===== src/rtl/alu_seq_pkg.sv =====
// Shared types and constants for the ALU operand sequencer.
package alu_seq_pkg;

    localparam int unsigned NUM_BEATS = 4;
    localparam int unsigned PHASE_W   = $clog2(NUM_BEATS);
    localparam int unsigned SEL_W     = 4;

    // Bit positions inside the final beat that carry mode and carry-in.
    localparam int unsigned MODE_BIT  = 0;
    localparam int unsigned CIN_BIT   = 1;

    // One state per beat; the encoding is exported on the phase debug port.
    typedef enum logic [PHASE_W-1:0] {
        S_A    = 2'd0,
        S_B    = 2'd1,
        S_SEL  = 2'd2,
        S_MODE = 2'd3
    } seq_state_t;

endpackage


===== src/rtl/alu_operand_sequencer_rise_detect.sv =====
// Registers the synchronized strobe and produces an enable-gated rising-edge pulse.
module rise_detect (
    input  logic clk,
    input  logic rstb,
    input  logic ena,
    input  logic din,
    output logic pulse
);

    logic strobe_q;

    // Previous strobe level tracks every cycle so an edge seen while ena is low is consumed.
    always_ff @(posedge clk or negedge rstb) begin
        if (!rstb) begin
            strobe_q <= 1'b0;
        end else begin
            strobe_q <= din;
        end
    end

    assign pulse = din & ~strobe_q & ena;

endmodule


===== src/rtl/alu_operand_sequencer.sv =====
// Assembles A, B, S, M and Cn over four strobe beats and commits them atomically.
module alu_operand_sequencer
    import alu_seq_pkg::*;
#(
    parameter int unsigned WIDTH     = 4,
    parameter int unsigned TIMEOUT_W = 8,
    parameter int unsigned TIMEOUT   = 200
) (
    input  logic                 clk,
    input  logic                 rstb,
    input  logic                 ena,
    input  logic                 strobe_sync,
    input  logic [WIDTH-1:0]     data_sync,
    output logic [WIDTH-1:0]     op_a,
    output logic [WIDTH-1:0]     op_b,
    output logic [SEL_W-1:0]     alu_sel,
    output logic                 alu_m,
    output logic                 alu_cin,
    output logic                 start,
    output logic                 busy,
    output logic                 timeout_err,
    output logic [PHASE_W-1:0]   phase
);

    // Parameter sanity checks at elaboration.
    if (WIDTH < SEL_W) begin : g_width_chk
        $error("alu_operand_sequencer: WIDTH must be >= 4");
    end
    if ((TIMEOUT < 2) || (TIMEOUT > ((1 << TIMEOUT_W) - 1))) begin : g_timeout_chk
        $error("alu_operand_sequencer: TIMEOUT out of range for TIMEOUT_W");
    end

    localparam logic [TIMEOUT_W-1:0] CNT_LAST = TIMEOUT_W'(TIMEOUT - 1);
    localparam logic [TIMEOUT_W-1:0] CNT_ONE  = TIMEOUT_W'(1);

    seq_state_t             state_q,      state_d;
    logic [TIMEOUT_W-1:0]   cnt_q,        cnt_d;
    logic [WIDTH-1:0]       shadow_a_q,   shadow_a_d;
    logic [WIDTH-1:0]       shadow_b_q,   shadow_b_d;
    logic [SEL_W-1:0]       shadow_sel_q, shadow_sel_d;
    logic [WIDTH-1:0]       op_a_q,       op_a_d;
    logic [WIDTH-1:0]       op_b_q,       op_b_d;
    logic [SEL_W-1:0]       sel_q,        sel_d;
    logic                   m_q,          m_d;
    logic                   cin_q,        cin_d;
    logic                   start_q,      start_d;
    logic                   err_q,        err_d;

    logic                   beat;
    logic                   timeout_hit;

    rise_detect u_rise_detect (
        .clk   (clk),
        .rstb  (rstb),
        .ena   (ena),
        .din   (strobe_sync),
        .pulse (beat)
    );

    assign timeout_hit = (cnt_q == CNT_LAST);

    // State, timeout counter, shadow and committed registers.
    always_ff @(posedge clk or negedge rstb) begin
        if (!rstb) begin
            state_q      <= S_A;
            cnt_q        <= '0;
            shadow_a_q   <= '0;
            shadow_b_q   <= '0;
            shadow_sel_q <= '0;
            op_a_q       <= '0;
            op_b_q       <= '0;
            sel_q        <= '0;
            m_q          <= 1'b0;
            cin_q        <= 1'b0;
            start_q      <= 1'b0;
            err_q        <= 1'b0;
        end else begin
            state_q      <= state_d;
            cnt_q        <= cnt_d;
            shadow_a_q   <= shadow_a_d;
            shadow_b_q   <= shadow_b_d;
            shadow_sel_q <= shadow_sel_d;
            op_a_q       <= op_a_d;
            op_b_q       <= op_b_d;
            sel_q        <= sel_d;
            m_q          <= m_d;
            cin_q        <= cin_d;
            start_q      <= start_d;
            err_q        <= err_d;
        end
    end

    // Next-state: beat loading and commit take priority over the inter-beat timeout.
    always_comb begin
        state_d      = state_q;
        cnt_d        = cnt_q;
        shadow_a_d   = shadow_a_q;
        shadow_b_d   = shadow_b_q;
        shadow_sel_d = shadow_sel_q;
        op_a_d       = op_a_q;
        op_b_d       = op_b_q;
        sel_d        = sel_q;
        m_d          = m_q;
        cin_d        = cin_q;
        start_d      = 1'b0;
        err_d        = err_q;

        if (ena) begin
            if (beat) begin
                cnt_d = '0;
                unique case (state_q)
                    S_A: begin
                        shadow_a_d = data_sync;
                        err_d      = 1'b0;
                        state_d    = S_B;
                    end
                    S_B: begin
                        shadow_b_d = data_sync;
                        state_d    = S_SEL;
                    end
                    S_SEL: begin
                        shadow_sel_d = data_sync[SEL_W-1:0];
                        state_d      = S_MODE;
                    end
                    S_MODE: begin
                        op_a_d  = shadow_a_q;
                        op_b_d  = shadow_b_q;
                        sel_d   = shadow_sel_q;
                        m_d     = data_sync[MODE_BIT];
                        cin_d   = data_sync[CIN_BIT];
                        start_d = 1'b1;
                        state_d = S_A;
                    end
                    default: begin
                        state_d = S_A;
                    end
                endcase
            end else if (state_q == S_A) begin
                cnt_d = '0;
            end else if (timeout_hit) begin
                // Abandon the partial sequence; committed outputs stay as they were.
                state_d      = S_A;
                cnt_d        = '0;
                err_d        = 1'b1;
                shadow_a_d   = '0;
                shadow_b_d   = '0;
                shadow_sel_d = '0;
            end else begin
                cnt_d = cnt_q + CNT_ONE;
            end
        end
    end

    assign op_a        = op_a_q;
    assign op_b        = op_b_q;
    assign alu_sel     = sel_q;
    assign alu_m       = m_q;
    assign alu_cin     = cin_q;
    assign start       = start_q;
    assign timeout_err = err_q;
    assign phase       = state_q;
    assign busy        = (state_q != S_A);

endmodule


===== config.mk =====
export PLATFORM = sky130hd
export DESIGN_NAME = alu_operand_sequencer
export DESIGN_NICKNAME = d
export VERILOG_FILES = /design/src/rtl/alu_seq_pkg.sv /design/src/rtl/alu_operand_sequencer_rise_detect.sv /design/src/rtl/alu_operand_sequencer.sv
export SDC_FILE = /design/constraint.sdc
export NUM_CORES = 1
export LEC_CHECK = 0
export ABC_AREA = 1
export ABC_CLOCK_PERIOD_IN_PS = 2000
export CAP_MARGIN = 20
export CORE_ASPECT_RATIO = 1.4
export CORE_UTILIZATION = 41
export DETAILED_ROUTE_END_ITERATION = 10
export GPL_ROUTABILITY_DRIVEN = 0
export GPL_TIMING_DRIVEN = 0
export MAX_ROUTING_LAYER = met4
export SLEW_MARGIN = 20
export SYNTH_ARGS = -nofsm -noshare
export SYNTH_HDL_FRONTEND = slang
export SYNTH_SLANG_ARGS = --single-unit

===== constraint.sdc =====
create_clock -name clk -period 2 [get_ports clk]
set_input_delay 0.4 -clock clk [delete_from_list [all_inputs] [get_ports clk]]
set_output_delay 0.4 -clock clk [all_outputs]
set_load 0.01 [all_outputs]

==> results.md <==
* Outcome: finished clean
* Largest net degree at the start of global routing at 26
* Max_slew headroom at approximately three quarters
* PD cells at 1220 nW/um2
* Wire per inst at around 11 um
* DP Wirelength at between 2000 and 2500 um
* I/O Pins at 27
* Register clock-pin slew on the reported worst setup and hold paths at 0.07 ns
* Register bit count reported by yosys at 39
* Clock Sinks at 39
* Met3 WL at roughly 91 um
* Yosys top cell by area: dfrtp_1
* WP data required at 1.60 ns
* Final WL at 3410 um
* Crit path capture type: output pin
* LEAKAGE at 1.18 nW
* Worst Hold Class: input pin to asynchronous set/reset pin
* First-pass GRT wire length at 5960 um
* Die Ht at 80.7 um
* Htree depth at 2
* CTS tree: yes
* EDFF count, synth at 0
* Nets at about 260
* CTS buffer count at 5
* Largest driver fanout on the critical path at 7
* Hold Fails Final Rpt at 0
* Die Wd at 58.2 um
* Max incr delay on CP at ~0.46 ns
* # DRC at 0
* Grt total ovfl at 0
* Slew Limit Fails at 0
* Port Buffers at 25
* Syn nets at between 200 and 250
* Crit start category: flip-flop
* Number of global-route vias before repair at 1380
* Worst path arrival time at 1.54 ns
* Setup violators final at 0
* Synth top cells by count: nand2_1 (92), dfrtp_1 (39), inv_1 (15), nand4_1 (12), nor2_1 (11)
* Maxcap violations at 0
* Antenna Nets Post-Route at 0
* Worst-Skew Late Latency at 0.29 ns
* Area share of the largest cell type after synthesis at 53.9%
* Total Die Area at 4690 um2
* Max Clock Skew at 0.00368 ns
* Post-Syn Instances at roughly 210
* Period minus WS final at 1.94 ns
* Pre-antenna DRT Iters at 4
* GR Util All Layers at 17.7%
* Initial antenna violation count at 0
* DR top layer: met4
* Average cell area after synthesis at 8.71 um2
* Most instantiated library cell after synthesis: nand2_1
* Worst Tran Pin Value at 0.359 ns
* Clock buffer depth at 2
* Final period util at 97.2%
* Root buffer cell: clkbuf_8
* Top post-synthesis cells by area: dfrtp_1 (54%), nand2_1 (19%), nand4_1 (4.1%)
* FF-to-FF path depth at 6
* Core Rows at 28
* Initial Utilization at 42.7%
* Via density per instance at around 4.6
* Largest vdd supply drop at 0.000652 V
* Cell variety after synth at 21
* Seq/Total Area, Yosys at 53.9%
* DR vias at 1398
* Setup TNS at 0 ns
* ANT cells at 0
* RSZ-0062 raised after global routing: false
* Hold Buf Count CTS at 0
* Reg2Reg Capture Point: shadow_a_q[1]
* WS Path Type: flip-flop to output pin
* Hold WS at ~0.012 ns
* Fillers at just over 400
* Yosys warnings at 0
* Syn Std Cell Area at roughly 1800 um2
* Synthesis-to-layout area growth at 25.3%
* Fmax achieved at 0.514 GHz
* Layout cell share with drive strength beyond 1 at about an eighth
* DRT met1 WL at 1570 um
* Critical R2R Launch: u_rise_detect.strobe_q
* Critical path cell sequence: inv_2 -> ha_4 -> inv_1 -> clkdlybuf4s50_1
* Synth Flop Type: dfrtp_1
* CORE AREA at 4240 um2
* Slowest cell on crit path: clkdlybuf4s50_1
* Metal2 WL at 1670 um
* Asr flop ratio synth at 100%
* Initial DRC count at 32
* Worst R2R Setup Slack at 0.50 ns
## sequential cells by signal, summed over array words and instances, names as in the netlist
register and cells:
shadow_a_q 4, phase 2, op_b 4, start 1, shadow_sel_q 4, u_rise_detect.strobe_q 1, alu_sel 4, alu_m 1
cnt_q 8, shadow_b_q 4, op_a 4, timeout_err 1, alu_cin 1
## cells in the final DEF, fill, tap and decap left out
cell type,instances
nor2_8,1
ha_4,1
nand3_4,1
clkbuf_8,6
o21ai_0,3
ha_1,4
inv_1,13
nand3_1,9
buf_12,1
buf_6,2
buf_4,3
buf_2,3
dfrtp_1,37
nor2_2,1
dfrtp_2,2
inv_2,3
a21oi_1,3
clkinv_2,2
nand4_1,12
nand2_4,3
nand3_2,2
xor2_1,3
clkdlybuf4s50_1,24
nand2_1,92
o211ai_1,1
nor2_1,11
## critical path: cells and delay by family (launching register included)
| family | cells | cell delay [ns] |
|---|---|---|
| buf+inv | 3 | 0.65 |
| flops | 1 | 0.42 |
| fa+ha+maj | 1 | 0.18 |
## worst max-delay path by stage
stage,depth (start not counted),slack [ns],to,from
after floorplan,6,0.38,timeout_err,phase[0]
after global placement,1,-0.43,alu_m,rstb
after detailed placement,8,-0.09,shadow_a_q[2],strobe_sync
after CTS,4,0.05,busy,phase[0]
after global routing,4,0.001,busy,phase[0]
final,4,0.06,busy,phase[0]
## area by class of cell
type	count	area, um2	share of cell area [%]
Inverter	17	65.1	2.87
Clock inverter	1	5.00	0.221
Tap cell	60	75.1	3.31
Sequential cell	39	978	43.1
Timing Repair Buffer	28	280	12.3
Clock buffer	6	82.6	3.64
Multi-Input combinational cell	147	743	32.7
Buffer	5	40.0	1.76
## logic make-up after synthesis
group           count (synthesis)  share of synthesized area (%)
simple gates                  132                           33.4
fa+ha+maj                       5                           3.45
flops                          39                           53.9
buf+inv                        22                           5.80
xor+xnor                        3                           1.45
compound gates                  7                           2.07
## metrics by stage
stage	setup slack (ns)	utilization [%]	cells	total power, mW	cell area (um2)
2_1_floorplan	0.382	-	208	1.75	1810
3_3_place_gp	-0.430	50.4	293	2.16	2140
3_5_place_dp	-0.0915	50.8	294	2.17	2150
4_1_cts	0.0455	53.5	303	2.79	2270
5_1_grt	0.00101	53.5	303	2.98	2270
6_report	0.0554	53.5	303	2.76	2270
## report_power, final
part / internal [mW] / total [mW] / switching (mW)
registers: 1.06 / 1.22 / 0.157
clock network: 0.270 / 0.529 / 0.258
logic: 0.484 / 1.01 / 0.529
## what timing repair did
| item | 4_1_cts | 5_1_grt |
|---|---|---|
| setup endpoints to repair | 1 | 0 |
| resized for setup | 6 | 0 |
| setup buffers | 2 | 0 |
## routing by layer
metal	track usage [%]	vias up
li1	-	731
met1	19.6	637
met2	29.7	24
met3	4.19	6
met4	8.33	0
met5	-	-
Note: power is estimated with default switching activity, not from simulation.
